## src/rtl/armv8_pkg.sv

```systemverilog
// Shared ARMv8 register-file constants and the write-back queue entry type.
package armv8_pkg;

    localparam int REG_AW = 5;
    localparam int REG_DW = 64;
    localparam logic [REG_AW-1:0] XZR_ADDR = 5'd31;

    typedef struct packed {
        logic [REG_AW-1:0] rd;
        logic [REG_DW-1:0] data;
    } wb_entry_t;

endpackage

```

## src/rtl/wb_fifo.sv

```systemverilog
// Circular write-back buffer: two enqueue ports (a older than b), one
// unconditional pop per cycle while non-empty, per-entry valid export.
module wb_fifo
    import armv8_pkg::*;
#(
    parameter int DEPTH = 4
) (
    input  logic                    clk,
    input  logic                    rst,
    input  logic                    push_a,
    input  wb_entry_t               entry_a,
    input  logic                    push_b,
    input  wb_entry_t               entry_b,
    output wb_entry_t [DEPTH-1:0]   entries,
    output logic [DEPTH-1:0]        valid,
    output logic [$clog2(DEPTH)-1:0] rd_ptr,
    output logic [$clog2(DEPTH):0]  count,
    output logic                    dropped
);

    localparam int PW = $clog2(DEPTH);
    localparam int CW = PW + 1;

    wb_entry_t [DEPTH-1:0] mem;
    logic [PW-1:0] wr_ptr;
    logic [PW-1:0] wr_ptr_b;
    logic [CW-1:0] n_enq;
    logic          deq;
    logic          take_a;
    logic          take_b;
    int            space;

    // The slot popped this edge is reusable, so a full buffer still takes one entry.
    always_comb begin
        deq      = (count != '0);
        space    = DEPTH - int'(count) + int'(deq);
        take_a   = push_a && (space >= 1);
        take_b   = push_b && (space >= (take_a ? 2 : 1));
        dropped  = (push_a && !take_a) || (push_b && !take_b);
        n_enq    = CW'(take_a) + CW'(take_b);
        wr_ptr_b = wr_ptr + PW'(1);
    end

    always_ff @(posedge clk) begin
        if (rst) begin
            wr_ptr <= '0;
            rd_ptr <= '0;
            count  <= '0;
        end else begin
            wr_ptr <= wr_ptr + PW'(n_enq);
            rd_ptr <= rd_ptr + PW'(deq);
            count  <= count + n_enq - CW'(deq);
        end
    end

    always_ff @(posedge clk) begin
        if (!rst && take_a) begin
            mem[wr_ptr] <= entry_a;
        end
        if (!rst && take_b) begin
            mem[take_a ? wr_ptr_b : wr_ptr] <= entry_b;
        end
    end

    always_comb begin
        logic [PW-1:0] age;
        age = '0;
        for (int i = 0; i < DEPTH; i++) begin
            age      = PW'(i) - rd_ptr;
            valid[i] = ({1'b0, age} < count);
        end
    end

    assign entries = mem;

endmodule

```

## src/rtl/wb_write_arbiter.sv

```systemverilog
// Register-file write-port master: queues ALU/load results, drains one per cycle,
// flags pending-write hazards. Define WB_FORWARD_EN to forward the youngest pending data.
module wb_write_arbiter
    import armv8_pkg::*;
#(
    parameter int DEPTH = 4,
    parameter int DW    = REG_DW,
    parameter int AW    = REG_AW
) (
    input  logic          i_clk,
    input  logic          i_rst,
    input  logic          i_memValid,
    input  logic [AW-1:0] i_memRd,
    input  logic [DW-1:0] i_memData,
    input  logic          i_aluValid,
    input  logic [AW-1:0] i_aluRd,
    input  logic [DW-1:0] i_aluData,
    output logic          o_stall,
    output logic          o_overflow,
    output logic          o_regWr,
    output logic [AW-1:0] o_rd,
    output logic [DW-1:0] o_dataWr,
    input  logic [AW-1:0] i_rn,
    input  logic [AW-1:0] i_rm,
    output logic          o_hazRn,
    output logic          o_hazRm,
    output logic [DW-1:0] o_fwdRn,
    output logic [DW-1:0] o_fwdRm
);

    localparam int PW = $clog2(DEPTH);
    localparam int CW = PW + 1;

    wb_entry_t [DEPTH-1:0] entries;
    wb_entry_t             entry_mem;
    wb_entry_t             entry_alu;
    wb_entry_t             head;
    logic [DEPTH-1:0]      valid;
    logic [PW-1:0]         rd_ptr;
    logic [CW-1:0]         count;
    logic                  dropped;
    logic                  push_mem;
    logic                  push_alu;
    logic                  overflow;

    assign push_mem  = i_memValid && (i_memRd != XZR_ADDR);
    assign push_alu  = i_aluValid && (i_aluRd != XZR_ADDR);
    assign entry_mem = '{rd: i_memRd, data: i_memData};
    assign entry_alu = '{rd: i_aluRd, data: i_aluData};

    // The load is the older instruction, so it takes the first slot.
    wb_fifo #(
        .DEPTH (DEPTH)
    ) u_fifo (
        .clk     (i_clk),
        .rst     (i_rst),
        .push_a  (push_mem),
        .entry_a (entry_mem),
        .push_b  (push_alu),
        .entry_b (entry_alu),
        .entries (entries),
        .valid   (valid),
        .rd_ptr  (rd_ptr),
        .count   (count),
        .dropped (dropped)
    );

    always_ff @(posedge i_clk) begin
        if (i_rst) begin
            overflow <= 1'b0;
        end else if (dropped) begin
            overflow <= 1'b1;
        end
    end

    assign head       = entries[rd_ptr];
    assign o_regWr    = (count != '0);
    assign o_rd       = o_regWr ? head.rd : '0;
    assign o_dataWr   = o_regWr ? head.data : '0;
    assign o_stall    = (count > CW'(DEPTH - 2));
    assign o_overflow = overflow;

    // Walk oldest to youngest so the last match seen is the youngest.
    always_comb begin
        logic [PW-1:0] idx;
        idx     = '0;
        o_hazRn = 1'b0;
        o_hazRm = 1'b0;
        o_fwdRn = '0;
        o_fwdRm = '0;
        for (int k = 0; k < DEPTH; k++) begin
            idx = rd_ptr + PW'(k);
            if (valid[idx] && (entries[idx].rd == i_rn) && (i_rn != XZR_ADDR)) begin
                o_hazRn = 1'b1;
`ifdef WB_FORWARD_EN
                o_fwdRn = entries[idx].data;
`endif
            end
            if (valid[idx] && (entries[idx].rd == i_rm) && (i_rm != XZR_ADDR)) begin
                o_hazRm = 1'b1;
`ifdef WB_FORWARD_EN
                o_fwdRm = entries[idx].data;
`endif
            end
        end
    end

endmodule

```

## config.mk

```make
export PLATFORM = sky130hd
export DESIGN_NAME = wb_write_arbiter
export DESIGN_NICKNAME = d
export VERILOG_FILES = /design/src/rtl/armv8_pkg.sv /design/src/rtl/wb_fifo.sv /design/src/rtl/wb_write_arbiter.sv
export SDC_FILE = /design/constraint.sdc
export NUM_CORES = 1
export LEC_CHECK = 0
export CAP_MARGIN = 10
export CORE_AREA = 4 4 204 226
export DETAILED_ROUTE_END_ITERATION = 16
export DIE_AREA = 0 0 208 230
export GPL_TIMING_DRIVEN = 0
export PLACE_DENSITY = 0.73
export SLEW_MARGIN = 5
export SYNTH_ARGS = -nofsm -noshare
export SYNTH_HDL_FRONTEND = slang
export SYNTH_HIERARCHICAL = 1
export SYNTH_SLANG_ARGS = --single-unit
```

## constraint.sdc

```tcl
create_clock -name i_clk -period 5.2 [get_ports i_clk]
set_input_delay 1.3 -clock i_clk [delete_from_list [all_inputs] [get_ports i_clk]]
set_output_delay 1.3 -clock i_clk [all_outputs]
set_load 0.01 [all_outputs]
```

== Yosys cells after proc, flatten, opt, wreduce, memory -nomap -nowiden ==
Index checks and enable logic that the tools add are counted.
Storage, ports and cells
  flip-flop bits (word level): 284
  input port bits: 152
  output and inout bits: 202
  word-level logic and storage cells: 121
Cells by class
  add/sub/neg operators: 15
  $lt $le $gt $ge: 15
  equality and inequality tests: 12
  multiplexer cells: 36
  reduce and logical (&&, ||, !) cells: 31
Operators by type and width (count)
  $bmux 69 s2: 4
  $bwmux 276: 2
  $mux 276: 2
  $mux 69: 6
  $demux 69 s2: 2
  $mux 64: 1
  $eq 5x5->1: 8
  $add 32x2->32: 1
  $ge 32x2->1 const B: 1
  $ge 32x32->1: 1
  $logic_and 1x1->1: 26
  $ne 5x5->1 const B: 4
  $lt 2x3->1 const B: 6
  $lt 2x3->1: 4
  $mux 1: 12
  $bmux 1 s2: 4
  $mux 5: 1
  $add 2x1->2 const B: 2
  $add 2x2->2 const B: 2
  $ge 2x1->1 const B: 2
  $mux 2: 2
  $sub 1x2->2 const A: 2
  $sub 2x2->2 const A: 2
  $sub 3x3->4 const A: 1
  other kinds (9): 11

== Logic depth before layout (Yosys ltp) ==
  depth in word-level cells: 11
  depth in mapped cells: 24
  gate-level depth less buffers: 24

== Modules after synthesis ==
Netlist, hierarchy kept.
Modules (own cells, without submodules)
  wb_fifo: instances 1, cells each 988, area an instance 12891.1 µm², seq. area each 5665.4 µm²
  wb_write_arbiter: instances 1, cells each 431, area an instance 4398.0 µm², seq. area each 20.0 µm²

== Worst setup path after synthesis ==
Ideal clock, no wire load.
  path kind: register -> register
  start point: reg u_fifo.count[0]
  end point: reg u_fifo.count[2]
  setup time: 127 ps
  arrival: 4085 ps
  required time: 5073 ps
  path slack: 988 ps
  cell stages (with the launch flop): 25
  buffers on the path: 0
  clock period less this slack: 4212 ps
  path through: dfxtp_1 inv_1 ha_1 ha_1 inv_1 ha_1 xor2_1 nor3b_2 a21oi_4 nand2_2 ha_1 nand2b_1 a21oi_1 a31oi_1 and2_1 ha_1 inv_1 ha_1 inv_1 ha_1 inv_1 fa_1 xnor2_1 xnor2_1 nor2_1
Between the ends
  word-level cells in the longest chain between the ends: 10
  elaborated cells on any way between the ends: 11
  classes of those cells: add/sub: 5; order compare: 2; mux: 1; reduce/logical: 3
RTL lines
  start: declaration: line wb_fifo.sv:17  | output logic [$clog2(DEPTH):0] count,
  start signal: assignment: line wb_fifo.sv:52  | count <= count + n_enq - CW'(deq);
  $sub 3x3->4 / $reduce_bool 3->1 (equally long branches): line wb_fifo.sv:36, wb_fifo.sv:35
  $add 32x2->32: line wb_fifo.sv:36  | space = DEPTH - int'(count) + int'(deq);
  $ge 32x2->1: line wb_fifo.sv:37  | take_a = push_a && (space >= 1);
  $logic_and 1x1->1: line wb_fifo.sv:37
  $mux 2: line wb_fifo.sv:38  | take_b = push_b && (space >= (take_a ? 2 : 1));
  $ge 32x32->1: line wb_fifo.sv:38
  $logic_and 1x1->1: line wb_fifo.sv:38
  $add 1x1->2: line wb_fifo.sv:40  | n_enq = CW'(take_a) + CW'(take_b);
  $add 3x3->3: line wb_fifo.sv:52
  $sub 3x1->3 (*): line wb_fifo.sv:52
Mark *: on every way between the ends. The rest lies on a longest branch, timed or not.
A chain may end at the register's enable or synchronous reset.

== Worst setup path in the final report ==
  start point: reg u_fifo.count[0]
  end point: out o_dataWr[18]
Between the ends
  word-level cells in the longest chain between the ends: 2
RTL lines
  $reduce_bool 3->1: line wb_write_arbiter.sv:77  | assign o_regWr = (count != '0);
  $mux 64: line wb_write_arbiter.sv:79  | assign o_dataWr = o_regWr ? head.data : '0;
  end: declaration: line wb_write_arbiter.sv:22  | output logic [DW-1:0] o_dataWr,
Every way passes these cells.

==> results.json <==
{
  "grt_setup_unrepaired": "false",
  "die_w_microns": 208,
  "gp_congestion": 0.9046,
  "antenna_left": 0,
  "routed_wl_microns": 46370,
  "portBuffers": 215,
  "start_util": 0.3931,
  "grt_pass1_wl_microns": 71420,
  "cts.path.max_buffers": 3,
  "synth_cell_type_count": 55,
  "drive_gt1_frac": 0.4854,
  "cp_cell_sequence": "nor3_1 -> inv_1 -> clkbuf_1 -> clkbuf_1 -> and2_1 -> clkdlybuf4s50_1",
  "pwr-share-seq": 0.286,
  "fin_tns_setup_ns": 0,
  "synth-edff-count": 0,
  "io_pins": 354,
  "crit_top_cell": "clkbuf_1",
  "p_leak_nw": 8.909,
  "synth_top_cells_by_count": "mux2_2 (552), dfxtp_1 (284), buf_4 (142)",
  "path_max_fanout": 10,
  "yosys-top-cells-area": "mux2_2 (36%), dfxtp_1 (33%), mux4_2 (9.4%)",
  "yosys_warnings": 6,
  "cp.required_ns": 3.90,
  "synth.top_cell.area_share": 0.3595,
  "drtIter0Drc": 384,
  "final_area_sq_mm": 0.02165,
  "hpwl_microns": 33690,
  "ctsHtreeMaxLevel": 1,
  "status": "finished clean",
  "seq_area_frac_synth": 0.3288,
  "p_switching_mw": 4.528,
  "slowest_stage": "clkbuf_1",
  "overflow": 0,
  "cts_tree": "yes",
  "worstMarginPinSlew_ns": 0.9323,
  "grt_usage": 0.1853,
  "fp.coreArea_sq_mm": 0.04398,
  "clkTransAtPathRegs_ns": 0.06,
  "synth_cells": 1419,
  "numCtsBuffers": 31,
  "post_cts_buffers": 0,
  "end_kind": "output port",
  "die_area_sq_mm": 0.04784,
  "critical_path.top_delay_family": "buffers and inverters",
  "period_minus_slack_ns": 4.818,
  "nFillCells": 3972,
  "hold_buffers": 0,
  "criticalPathCategory": "reg2out",
  "via_per_inst": 4.929,
  "synth.largest_area_cell": "mux2_2",
  "placementRows": 81,
  "synthFlopType": "dfxtp_1",
  "grt_pass1_vias": 12700,
  "cts-root-buf": "clkbuf_16",
  "cap_violations": 0,
  "hold_viol_final": 0,
  "max_slew_margin": 0.3785,
  "syn_to_final_growth_pct": 25.24,
  "final_nets": 1967,
  "dr.pass1.iters": 4,
  "cp-start-kind": "flop",
  "cp_num_buf_inv": 4,
  "grt_max_degree": 15,
  "max_freq_mhz": 207.6,
  "hp-class": "reg2reg",
  "vdd_ir_drop_max_uv": 348.7,
  "syn_area_per_cell_sq_um": 12.18,
  "clk_latency_ns": 0.56,
  "die_h_microns": 230,
  "placed_area_sq_mm": 0.02064,
  "holdPathStages": 2,
  "ff2ff_path_depth": 18,
  "intPower_mw": 9.278,
  "netlist_area_sq_mm": 0.01729,
  "drc_errors": 0,
  "vias": 11840,
  "period_share": 0.9265,
  "postSynth.asyncResetShare": 0,
  "cpPeakStageDelay_ns": 0.72,
  "power_density_mw_per_mm2": 637.6,
  "synth.most_common_cell": "mux2_2",
  "cts_resized": 0,
  "worstSetupPathDepth": 6,
  "p_sw_frac": 0.3280,
  "fin_worst_skew_ns": 0.01330,
  "power.combinational.fraction": 0.557,
  "setup_viol": 0,
  "antenna_found_initial": 8,
  "wire_per_inst_microns": 19.30,
  "arrival_ns": 3.52,
  "cts.sinks": 284,
  "synth_seq_cells": 284,
  "slew_violations": 0,
  "p_clk_frac": 0.157
}
==> worst register-to-register path: stages, from the launching register on <==
cell and delay [ns]:
dfxtp_1 0.54, inv_1 0.08, ha_1 0.20, ha_1 0.17
inv_1 0.11, ha_1 0.20, xor2_1 0.24, nor3b_2 0.10
a21oi_4 0.24, nand2_2 0.11, ha_1 0.28, nand2b_1 0.09
a21oi_1 0.06, a31oi_1 0.30, nand3b_1 0.21, nor2_2 0.49
buf_2 0.42, buf_2 0.35, mux2_2 0.39
==> path summary, 6_finish.rpt <==
check / startpoint / to / slack [ns]
worst max-delay path: u_fifo/count[0] / o_dataWr[18] / 0.38
worst min-delay path: o_overflow / o_overflow / 0.52
worst max register to register: u_fifo/count[0] / u_fifo/entries[130] / 0.49
worst min register to register: o_overflow / o_overflow / 0.52
==> kinds of logic after synthesis <==
family,after synthesis,share of synthesized area
buffers and inverters,241,0.09010
adder cells (fa/ha/maj),21,0.01563
XOR/XNOR,53,0.02685
other,1,0.0002169
AO/OA/AOI/OAI,24,0.01093
AND/OR/NAND/NOR,132,0.04386
flip-flops,284,0.3288
multiplexers,663,0.4836
==> state kept, by name, summed over array words and instances, names as in the netlist <==
signal / flops
u_fifo/rd_ptr: 2
u_fifo/count: 3
o_overflow: 1
u_fifo/entries: 276
u_fifo/wr_ptr: 2
==> metal layers <==
metal	share of wire	vias to the layer above	track usage	wire [microns]
met1	0.41	5781	0.2185	18880
li1	-	5645	-	-
met3	0.062	75	0.04162	2863
met2	0.51	330	0.3375	23490
met4	0.024	8	0.05358	1094
met5	0.00091	-	0	42
==> final cells by class <==
class | count | area (sq um) | share of cell area
Inverter | 19 | 73.82 | 0.003409
Clock inverter | 5 | 56.30 | 0.002600
Tap cell | 581 | 726.9 | 0.03357
Antenna cell | 4 | 10.01 | 0.0004623
Multi-Input combinational cell | 1021 | 10520 | 0.4860
Sequential cell | 284 | 5685 | 0.2626
Timing Repair Buffer | 215 | 2152 | 0.09939
Clock buffer | 51 | 940.9 | 0.04346
Buffer | 222 | 1484 | 0.06854
==> per-stage QoR <==
stage	worst slack, ns	hold slack, ns	total power [mW]	cells	utilization
after floorplan	0.9880	0.5027	9.341	1546	-
after global placement	0.2641	0.5106	11.42	2342	0.4694
after detailed placement	0.2594	0.5206	11.71	2342	0.4694
after CTS	0.2769	0.5286	13.96	2398	0.4920
after global routing	0.1378	0.5649	14.74	2401	0.4922
final	0.3822	0.5221	13.81	2402	0.4923
==> power groups by stage <==
stage	sequential, mW	combinational [mW]	clock, mW
after global routing	4.09	8.33	2.32
after detailed placement	3.99	7.72	0
after CTS	3.95	7.77	2.24
after floorplan	3.77	5.57	0
final	3.95	7.69	2.16
after global placement	3.91	7.52	0
==> cell usage in the layout (no fill, tap or decap), types with 16 or more instances in the layout <==
| master | synthesis | layout |
|---|---|---|
| ha_1 | 20 | 20 |
| buf_2 | 37 | 37 |
| and2_1 | 66 | 66 |
| mux2_2 | 552 | 552 |
| conb_1 | 1 | 128 |
| clkbuf_1 | 30 | 41 |
| nor2_1 | 16 | 16 |
| inv_1 | 17 | 17 |
| clkdlybuf4s50_1 | 0 | 215 |
| mux4_2 | 72 | 72 |
| buf_4 | 142 | 142 |
| clkbuf_16 | 0 | 31 |
| dfxtp_1 | 284 | 284 |
| xnor2_1 | 21 | 21 |
| xor2_1 | 32 | 32 |
No activity file was read; power rests on OpenSTA's default activity.
